**src/rtl/zx48_pkg.sv**
```systemverilog
// ---------------------------------------------------------------------------
// zx48_pkg -- shared definitions for the PS/2 keyboard receiver.
//   ps2_state_e : frame FSM states (IDLE, DATA, PARITY, STOP)
//   PS2_EXT     : extended-key prefix byte (E0)
//   PS2_REL     : key-release prefix byte (F0)
//   odd_weight  : 1 when the vector has an odd number of ones
// ---------------------------------------------------------------------------
package zx48_pkg;

  typedef enum logic [1:0] {
    IDLE   = 2'd0,
    DATA   = 2'd1,
    PARITY = 2'd2,
    STOP   = 2'd3
  } ps2_state_e;

  localparam logic [7:0] PS2_EXT = 8'hE0;
  localparam logic [7:0] PS2_REL = 8'hF0;

  function automatic logic odd_weight(input logic [8:0] v);
    return ^v;
  endfunction

endpackage

```
**src/rtl/ps2_filter.sv**
```systemverilog
// ---------------------------------------------------------------------------
// ps2_filter -- 2-FF synchroniser followed by a level filter for one PS/2
// pad line. The filtered level only follows the synchronised input after
// FILTER_LEN consecutive ce samples of the new level, which suppresses
// glitches and slow edges on the keyboard cable.
// Ports:
//   clock   : system clock (rising edge)
//   reset   : synchronous active-high reset; all stages return to 1
//   ce      : sampling enable for the filter counter
//   pad_i   : raw asynchronous pad level
//   level_o : filtered level
// ---------------------------------------------------------------------------
module ps2_filter #(
  parameter int FILTER_LEN = 8
) (
  input  logic clock,
  input  logic reset,
  input  logic ce,
  input  logic pad_i,
  output logic level_o
);

  localparam int CW = $clog2(FILTER_LEN + 1);

  logic          meta_q;
  logic          sync_q;
  logic          level_q;
  logic [CW-1:0] cnt_q;

  always_ff @(posedge clock) begin
    if (reset) begin
      meta_q  <= 1'b1;
      sync_q  <= 1'b1;
      level_q <= 1'b1;
      cnt_q   <= '0;
    end else begin
      meta_q <= pad_i;
      sync_q <= meta_q;
      if (ce) begin
        // cnt_q holds how many consecutive samples disagreed so far; the
        // FILTER_LEN-th disagreeing sample commits the new level.
        if (sync_q == level_q) begin
          cnt_q <= '0;
        end else if (cnt_q == CW'(FILTER_LEN - 1)) begin
          level_q <= sync_q;
          cnt_q   <= '0;
        end else begin
          cnt_q <= cnt_q + 1'b1;
        end
      end
    end
  end

  assign level_o = level_q;

endmodule

```
**src/rtl/ps2_rx.sv**
```systemverilog
// ---------------------------------------------------------------------------
// ps2_rx -- PS/2 keyboard receiver. Filters the pad lines, deserialises
// 11-bit frames on filtered clock falls and folds E0/F0 prefixes into the
// extended/pressed flags of the next scancode.
// Optional macro: PS2_PARITY_CHECK_EN -- when defined a parity mismatch
// rejects the frame; otherwise parity is sampled but ignored.
// Ports:
//   clock, reset     : system clock, synchronous active-high reset
//   ce               : filter sampling enable
//   ps2Ck, ps2Dt     : raw asynchronous PS/2 clock and data
//   code             : last scancode (prefixes excluded)
//   strobe           : one-cycle pulse when code/pressed/extended update
//   pressed          : 1 = make, 0 = break
//   extended         : 1 = code was preceded by E0
//   error            : one-cycle pulse on rejected frame or timeout
//   state_o          : current frame FSM state (debug)
// Output handshake: strobe is a valid-only qualifier with no ready; the
// consumer must capture code/pressed/extended on the strobe cycle, although
// they also hold until the next strobe.
// ---------------------------------------------------------------------------
module ps2_rx
  import zx48_pkg::*;
#(
  parameter int FILTER_LEN = 8,
  parameter int TIMEOUT    = 28000
) (
  input  logic       clock,
  input  logic       reset,
  input  logic       ce,
  input  logic       ps2Ck,
  input  logic       ps2Dt,
  output logic [7:0] code,
  output logic       strobe,
  output logic       pressed,
  output logic       extended,
  output logic       error,
  output ps2_state_e state_o
);

  localparam int TW = $clog2(TIMEOUT + 1);

  logic ck_f;
  logic dt_f;

  ps2_filter #(.FILTER_LEN(FILTER_LEN)) u_ck_filter (
    .clock  (clock),
    .reset  (reset),
    .ce     (ce),
    .pad_i  (ps2Ck),
    .level_o(ck_f)
  );

  ps2_filter #(.FILTER_LEN(FILTER_LEN)) u_dt_filter (
    .clock  (clock),
    .reset  (reset),
    .ce     (ce),
    .pad_i  (ps2Dt),
    .level_o(dt_f)
  );

  ps2_state_e    state_q;
  logic          ck_prev_q;
  logic [7:0]    shift_q;
  logic [2:0]    bit_cnt_q;
  logic          parity_q;
  logic [TW-1:0] tmo_q;
  logic          ext_flag_q;
  logic          rel_flag_q;
  logic [7:0]    code_q;
  logic          pressed_q;
  logic          extended_q;
  logic          strobe_q;
  logic          error_q;

  logic fall;
  logic frame_ok;

  // Single-cycle event: filtered clock was high last cycle and is low now.
  assign fall = ck_prev_q & ~ck_f;

  // Evaluated during the stop-bit fall: dt_f is the stop bit itself.
`ifdef PS2_PARITY_CHECK_EN
  assign frame_ok = dt_f & odd_weight({shift_q, parity_q});
`else
  logic unused_parity;
  assign unused_parity = parity_q;
  assign frame_ok      = dt_f;
`endif

  always_ff @(posedge clock) begin
    if (reset) begin
      state_q    <= IDLE;
      ck_prev_q  <= 1'b1;
      shift_q    <= '0;
      bit_cnt_q  <= '0;
      parity_q   <= 1'b0;
      tmo_q      <= '0;
      ext_flag_q <= 1'b0;
      rel_flag_q <= 1'b0;
      code_q     <= 8'h00;
      pressed_q  <= 1'b0;
      extended_q <= 1'b0;
      strobe_q   <= 1'b0;
      error_q    <= 1'b0;
    end else begin
      ck_prev_q <= ck_f;
      strobe_q  <= 1'b0;
      error_q   <= 1'b0;

      if (fall) begin
        tmo_q <= '0;
        unique case (state_q)
          IDLE: begin
            // A fall with data high is not a start bit; ignore it quietly.
            if (!dt_f) begin
              state_q   <= DATA;
              bit_cnt_q <= '0;
            end
          end
          DATA: begin
            shift_q   <= {dt_f, shift_q[7:1]};
            bit_cnt_q <= bit_cnt_q + 3'd1;
            if (bit_cnt_q == 3'd7) state_q <= PARITY;
          end
          PARITY: begin
            parity_q <= dt_f;
            state_q  <= STOP;
          end
          STOP: begin
            state_q <= IDLE;
            if (frame_ok) begin
              if (shift_q == PS2_EXT) begin
                ext_flag_q <= 1'b1;
              end else if (shift_q == PS2_REL) begin
                rel_flag_q <= 1'b1;
              end else begin
                code_q     <= shift_q;
                pressed_q  <= ~rel_flag_q;
                extended_q <= ext_flag_q;
                strobe_q   <= 1'b1;
                ext_flag_q <= 1'b0;
                rel_flag_q <= 1'b0;
              end
            end else begin
              error_q    <= 1'b1;
              ext_flag_q <= 1'b0;
              rel_flag_q <= 1'b0;
            end
          end
        endcase
      end else if (state_q != IDLE) begin
        // Abort a stalled frame; prefix flags survive so a slow keyboard
        // may still send the byte that follows an E0/F0.
        if (tmo_q == TW'(TIMEOUT - 1)) begin
          state_q   <= IDLE;
          tmo_q     <= '0;
          bit_cnt_q <= '0;
          shift_q   <= '0;
          error_q   <= 1'b1;
        end else begin
          tmo_q <= tmo_q + 1'b1;
        end
      end
    end
  end

  assign code     = code_q;
  assign strobe   = strobe_q;
  assign pressed  = pressed_q;
  assign extended = extended_q;
  assign error    = error_q;
  assign state_o  = state_q;

endmodule
```
**config.mk**
```make
export PLATFORM = sky130hd
export DESIGN_NAME = ps2_rx
export DESIGN_NICKNAME = d
export VERILOG_FILES = /design/src/rtl/zx48_pkg.sv /design/src/rtl/ps2_filter.sv /design/src/rtl/ps2_rx.sv
export SDC_FILE = /design/constraint.sdc
export NUM_CORES = 1
export LEC_CHECK = 0
export ABC_AREA = 1
export CAP_MARGIN = 30
export CORE_MARGIN = 4
export CORE_UTILIZATION = 56
export DETAILED_ROUTE_END_ITERATION = 16
export DONT_BUFFER_PORTS = 1
export PLACE_DENSITY = 0.77
export REMOVE_ABC_BUFFERS = 1
export SLEW_MARGIN = 20
export SYNTH_ARGS = -nofsm -noshare
export SYNTH_HDL_FRONTEND = slang
export SYNTH_HIERARCHICAL = 1
export SYNTH_SLANG_ARGS = --single-unit
```
**constraint.sdc**
```tcl
create_clock -name clock -period 1.75 [get_ports clock]
set_clock_uncertainty 0.15 [all_clocks]
set_input_delay 0.35 -clock clock [delete_from_list [all_inputs] [get_ports clock]]
set_output_delay 0.35 -clock clock [all_outputs]
set_load 0.005 [all_outputs]
```
==> impl_metrics.yaml <==
hold_path:
  hp-class: "in -> reg"
  min-delay-start: "reset"
worst_setup_path:
  slowest_delay_ps: 320
  worstPathRequired_ps: 1820
  crit_path_start: "state_o[0]$_SDFFE_PP0P_"
  cp_slowest_cell: "dfxtp_2"
  path_common_cell: "nor3_2"
  crit_arrival_ps: 1730
  worstPathMaxFanout: 6
  critPathLaunchType: "flip-flop"
  crit_chain: "inv_1 -> ha_2 -> inv_2 -> nand2_2 -> nor3_2 -> and3_2 -> nor3_2"
  timing.rr.start: "state_o[0]$_SDFFE_PP0P_"
  path_class: "reg -> reg"
  critical_path_buf_inv_count: 2
  cp_top_family: "simple AND/OR/NAND/NOR gates"
  cp-end-kind: "flip-flop"
finish:
  drive_gt1_frac: 0.181
  num-fill-cells: 398
  nNetsFinal: 395
  syn2layout_area_growth_pct: 15.1
  fin_cells: 453
  post-route-util: 0.664
  diodes: 0
floorplan:
  core_area_um2: 4720
  die-area_um2: 6040
  num_rows: 25
  start_util: 0.577
  die_h_um: 77.7
  die-width_um: 77.7
  io_pins: 19
detailed_routing:
  vias: 2292
  first_pass_iters: 5
  viasPerCell: 5.06
  drt_iter0_drc: 90
  avgRoutedWirePerCell_um: 11.7
  antenna_left: 0
  wl_mm: 5.29
  drc_errors: 0
power:
  cellPowerDensity_nw_per_um2: 824
  seq_power_share: 0.508
  power_frac_comb: 0.024
  p_switching_mw: 0.560
  power.internal_mw: 2.02
  irDropWorstVdd_v: 0.000605
  clkPwrFrac: 0.468
  switching_share: 0.217
  power.leakage_nw: 1.30
yosys:
  synth_common_cells: "72 x nand2_1, 57 x dfxtp_1, 53 x nor2_1"
  async_flop_share: 0
  yosys_warnings: 6
  netlist.area_leader.share: 0.419
  synth_seq_area_share: 0.419
  yosysMostFrequentCell: "nand2_1"
  synth_area_per_cell_um2: 7.55
  syn_inst: 361
  synth_top_area_cell: "dfxtp_1"
  ys_ff_latch: 57
  synth_area_leaders: "dfxtp_1 42%, nand2_1 9.9%, nand3_1 7.7%, nor2_1 7.3%, a21oi_1 5.3%"
  synthFlopType: "dfxtp_1"
  syn_area_um2: 2720
  synth_cell_types: 37
  synth_edf_count: 0
place:
  numPortBuffers: 0
  dp.cells: 433
  dp_hpwl_mm: 3.64
  place_congestion: 0.837
  pre_cts_slack_ps: 63.3
cts:
  cts.clk_slew.worst_paths_ps: 60
  htree_levels: 3
  clock_path_buffers: 2
  cts_sinks: 57
  post_cts_buffers: 0
  cts_tree: "done"
  clockRootBuffer: "clkbuf_8"
  numCtsBuffers: 9
  clkLatencyLatePin_ps: 330
timing:
  slew_violations: 0
  timing_hold_violations_final: 0
  min_period_over_period: 0.951
  final.min_clock_period_ps: 1660
  tns_ps: 0
  timing.final.ws_setup_ps: 85.9
  fmax_mhz: 601
  rsz0062_at_grt: "true"
  tightest_slew_ps: 803
  setup_viol: 0
  slew_headroom: 0.465
grt:
  grt_pass1_wl_mm: 9.49
  grt_pass1_vias: 2193
  antenna_found_initial: 0
  grtUsageTotal: 0.195
  globalRoute.totalOverflow: 0
  grt_max_degree: 25
outcome:
  run_status: "finished clean"
flow_run:
  drv_cap: 0
## layout make-up
class	count	area (µm²)	area share
inverter	36	138	0.0439
timing repair buffer	14	115	0.0367
clock buffer	11	141	0.0451
sequential	57	1140	0.365
clock inverter	5	55.1	0.0176
multi-input combinational	263	1460	0.465
tap	67	83.8	0.0267
## what timing repair did
| item | CTS | global route |
|---|---|---|
| gates resized for setup | 0 | 16 |
| hold endpoints to repair | 24 | 0 |
| setup endpoints to repair | 0 | 27 |
| hold buffers | 3 | 0 |
## power groups by stage
| stage | Clock, mW | Combinational, mW | Sequential, mW |
|---|---|---|---|
| global route | 1.30 | 0.0713 | 1.31 |
| CTS | 1.23 | 0.0611 | 1.31 |
| detailed placement | 0 | 0.0477 | 1.34 |
| finish | 1.21 | 0.0619 | 1.31 |
| global placement | 0 | 0.0461 | 1.34 |
| floorplan | 0 | 0.0381 | 1.34 |
## logic make-up after synthesis
| kind of cell | count (synthesis) | share of synthesized area |
|---|---|---|
| AND/OR/NAND/NOR | 204 | 0.364 |
| flip-flops | 57 | 0.419 |
| buffers and inverters | 42 | 0.0671 |
| AO/OA/AOI/OAI | 38 | 0.0726 |
| XOR/XNOR | 9 | 0.0289 |
| adder cells (fa/ha/maj) | 9 | 0.0413 |
| multiplexers | 2 | 0.00735 |
## final timing paths
check                                      to  cells after the start  slack [ps]
max                    tmo_q[10]$_SDFFE_PP0N_                      7          90
max reg2reg            tmo_q[10]$_SDFFE_PP0N_                      7          90
min          u_dt_filter/level_o$_SDFFE_PP1P_                      2          10
min reg2reg     u_ck_filter/sync_q$_SDFF_PP1_                      1         260
## worst reg2reg max path: cells and delay by family (launching register included)
kind	cells	cell delay, ps
flip-flops	1	320
adder cells (fa/ha/maj)	1	210
buffers and inverters	2	180
AND/OR/NAND/NOR	4	690
## metrics by stage
stage               hold slack (ps)  instance area (µm²)  total power [mW]
floorplan                       235                 2680              1.38
global placement                237                 2850              1.39
detailed placement              251                 2850              1.39
CTS                            1.45                 3070              2.60
global route                   17.9                 3130              2.69
finish                         11.3                 3130              2.58
## flip-flops by register name (all words and copies together) (netlist names)
name                 cells
extended                 1
shift_q                  8
pressed                  1
state_o                  2
bit_cnt_q                3
tmo_q                   15
u_dt_filter/meta_q       1
u_dt_filter/cnt_q        4
rel_flag_q               1
u_dt_filter/sync_q       1
strobe                   1
u_ck_filter/meta_q       1
ck_prev_q                1
code                     8
error                    1
u_ck_filter/cnt_q        4
u_ck_filter/level_o      1
ext_flag_q               1
u_ck_filter/sync_q       1
u_dt_filter/level_o      1
## per-layer routing
layer  vias up  GRT usage  wire length, µm
met3         7     0.0464              200
met1      1035      0.246             2500
li1       1216          -                -
met5         -          0                0
met4         0      0.105               79
met2        34      0.307             2510
## cells in the final DEF, fill, tap and decap left out, types with 3 or more instances in the layout
cell type  netlist  layout
ha_1             9       8
nor3_2           5       5
nand3_1         42      40
inv_1           28      28
clkinv_1         3       3
nor2_2           2       3
or2_1            4       4
inv_2            4       4
nor2_1          53      50
xor2_1           7       7
nand2_4          4       5
o21ai_2          2       3
nand2_2          6       8
nor2_4           1       3
a21oi_1         29      29
nand2_1         72      70
nand3_2          2       3
clkbuf_8         0      10
dfxtp_1         57      55
o21ai_0          5       5
buf_4            2      11
No activity file was read; power rests on OpenSTA's default activity.
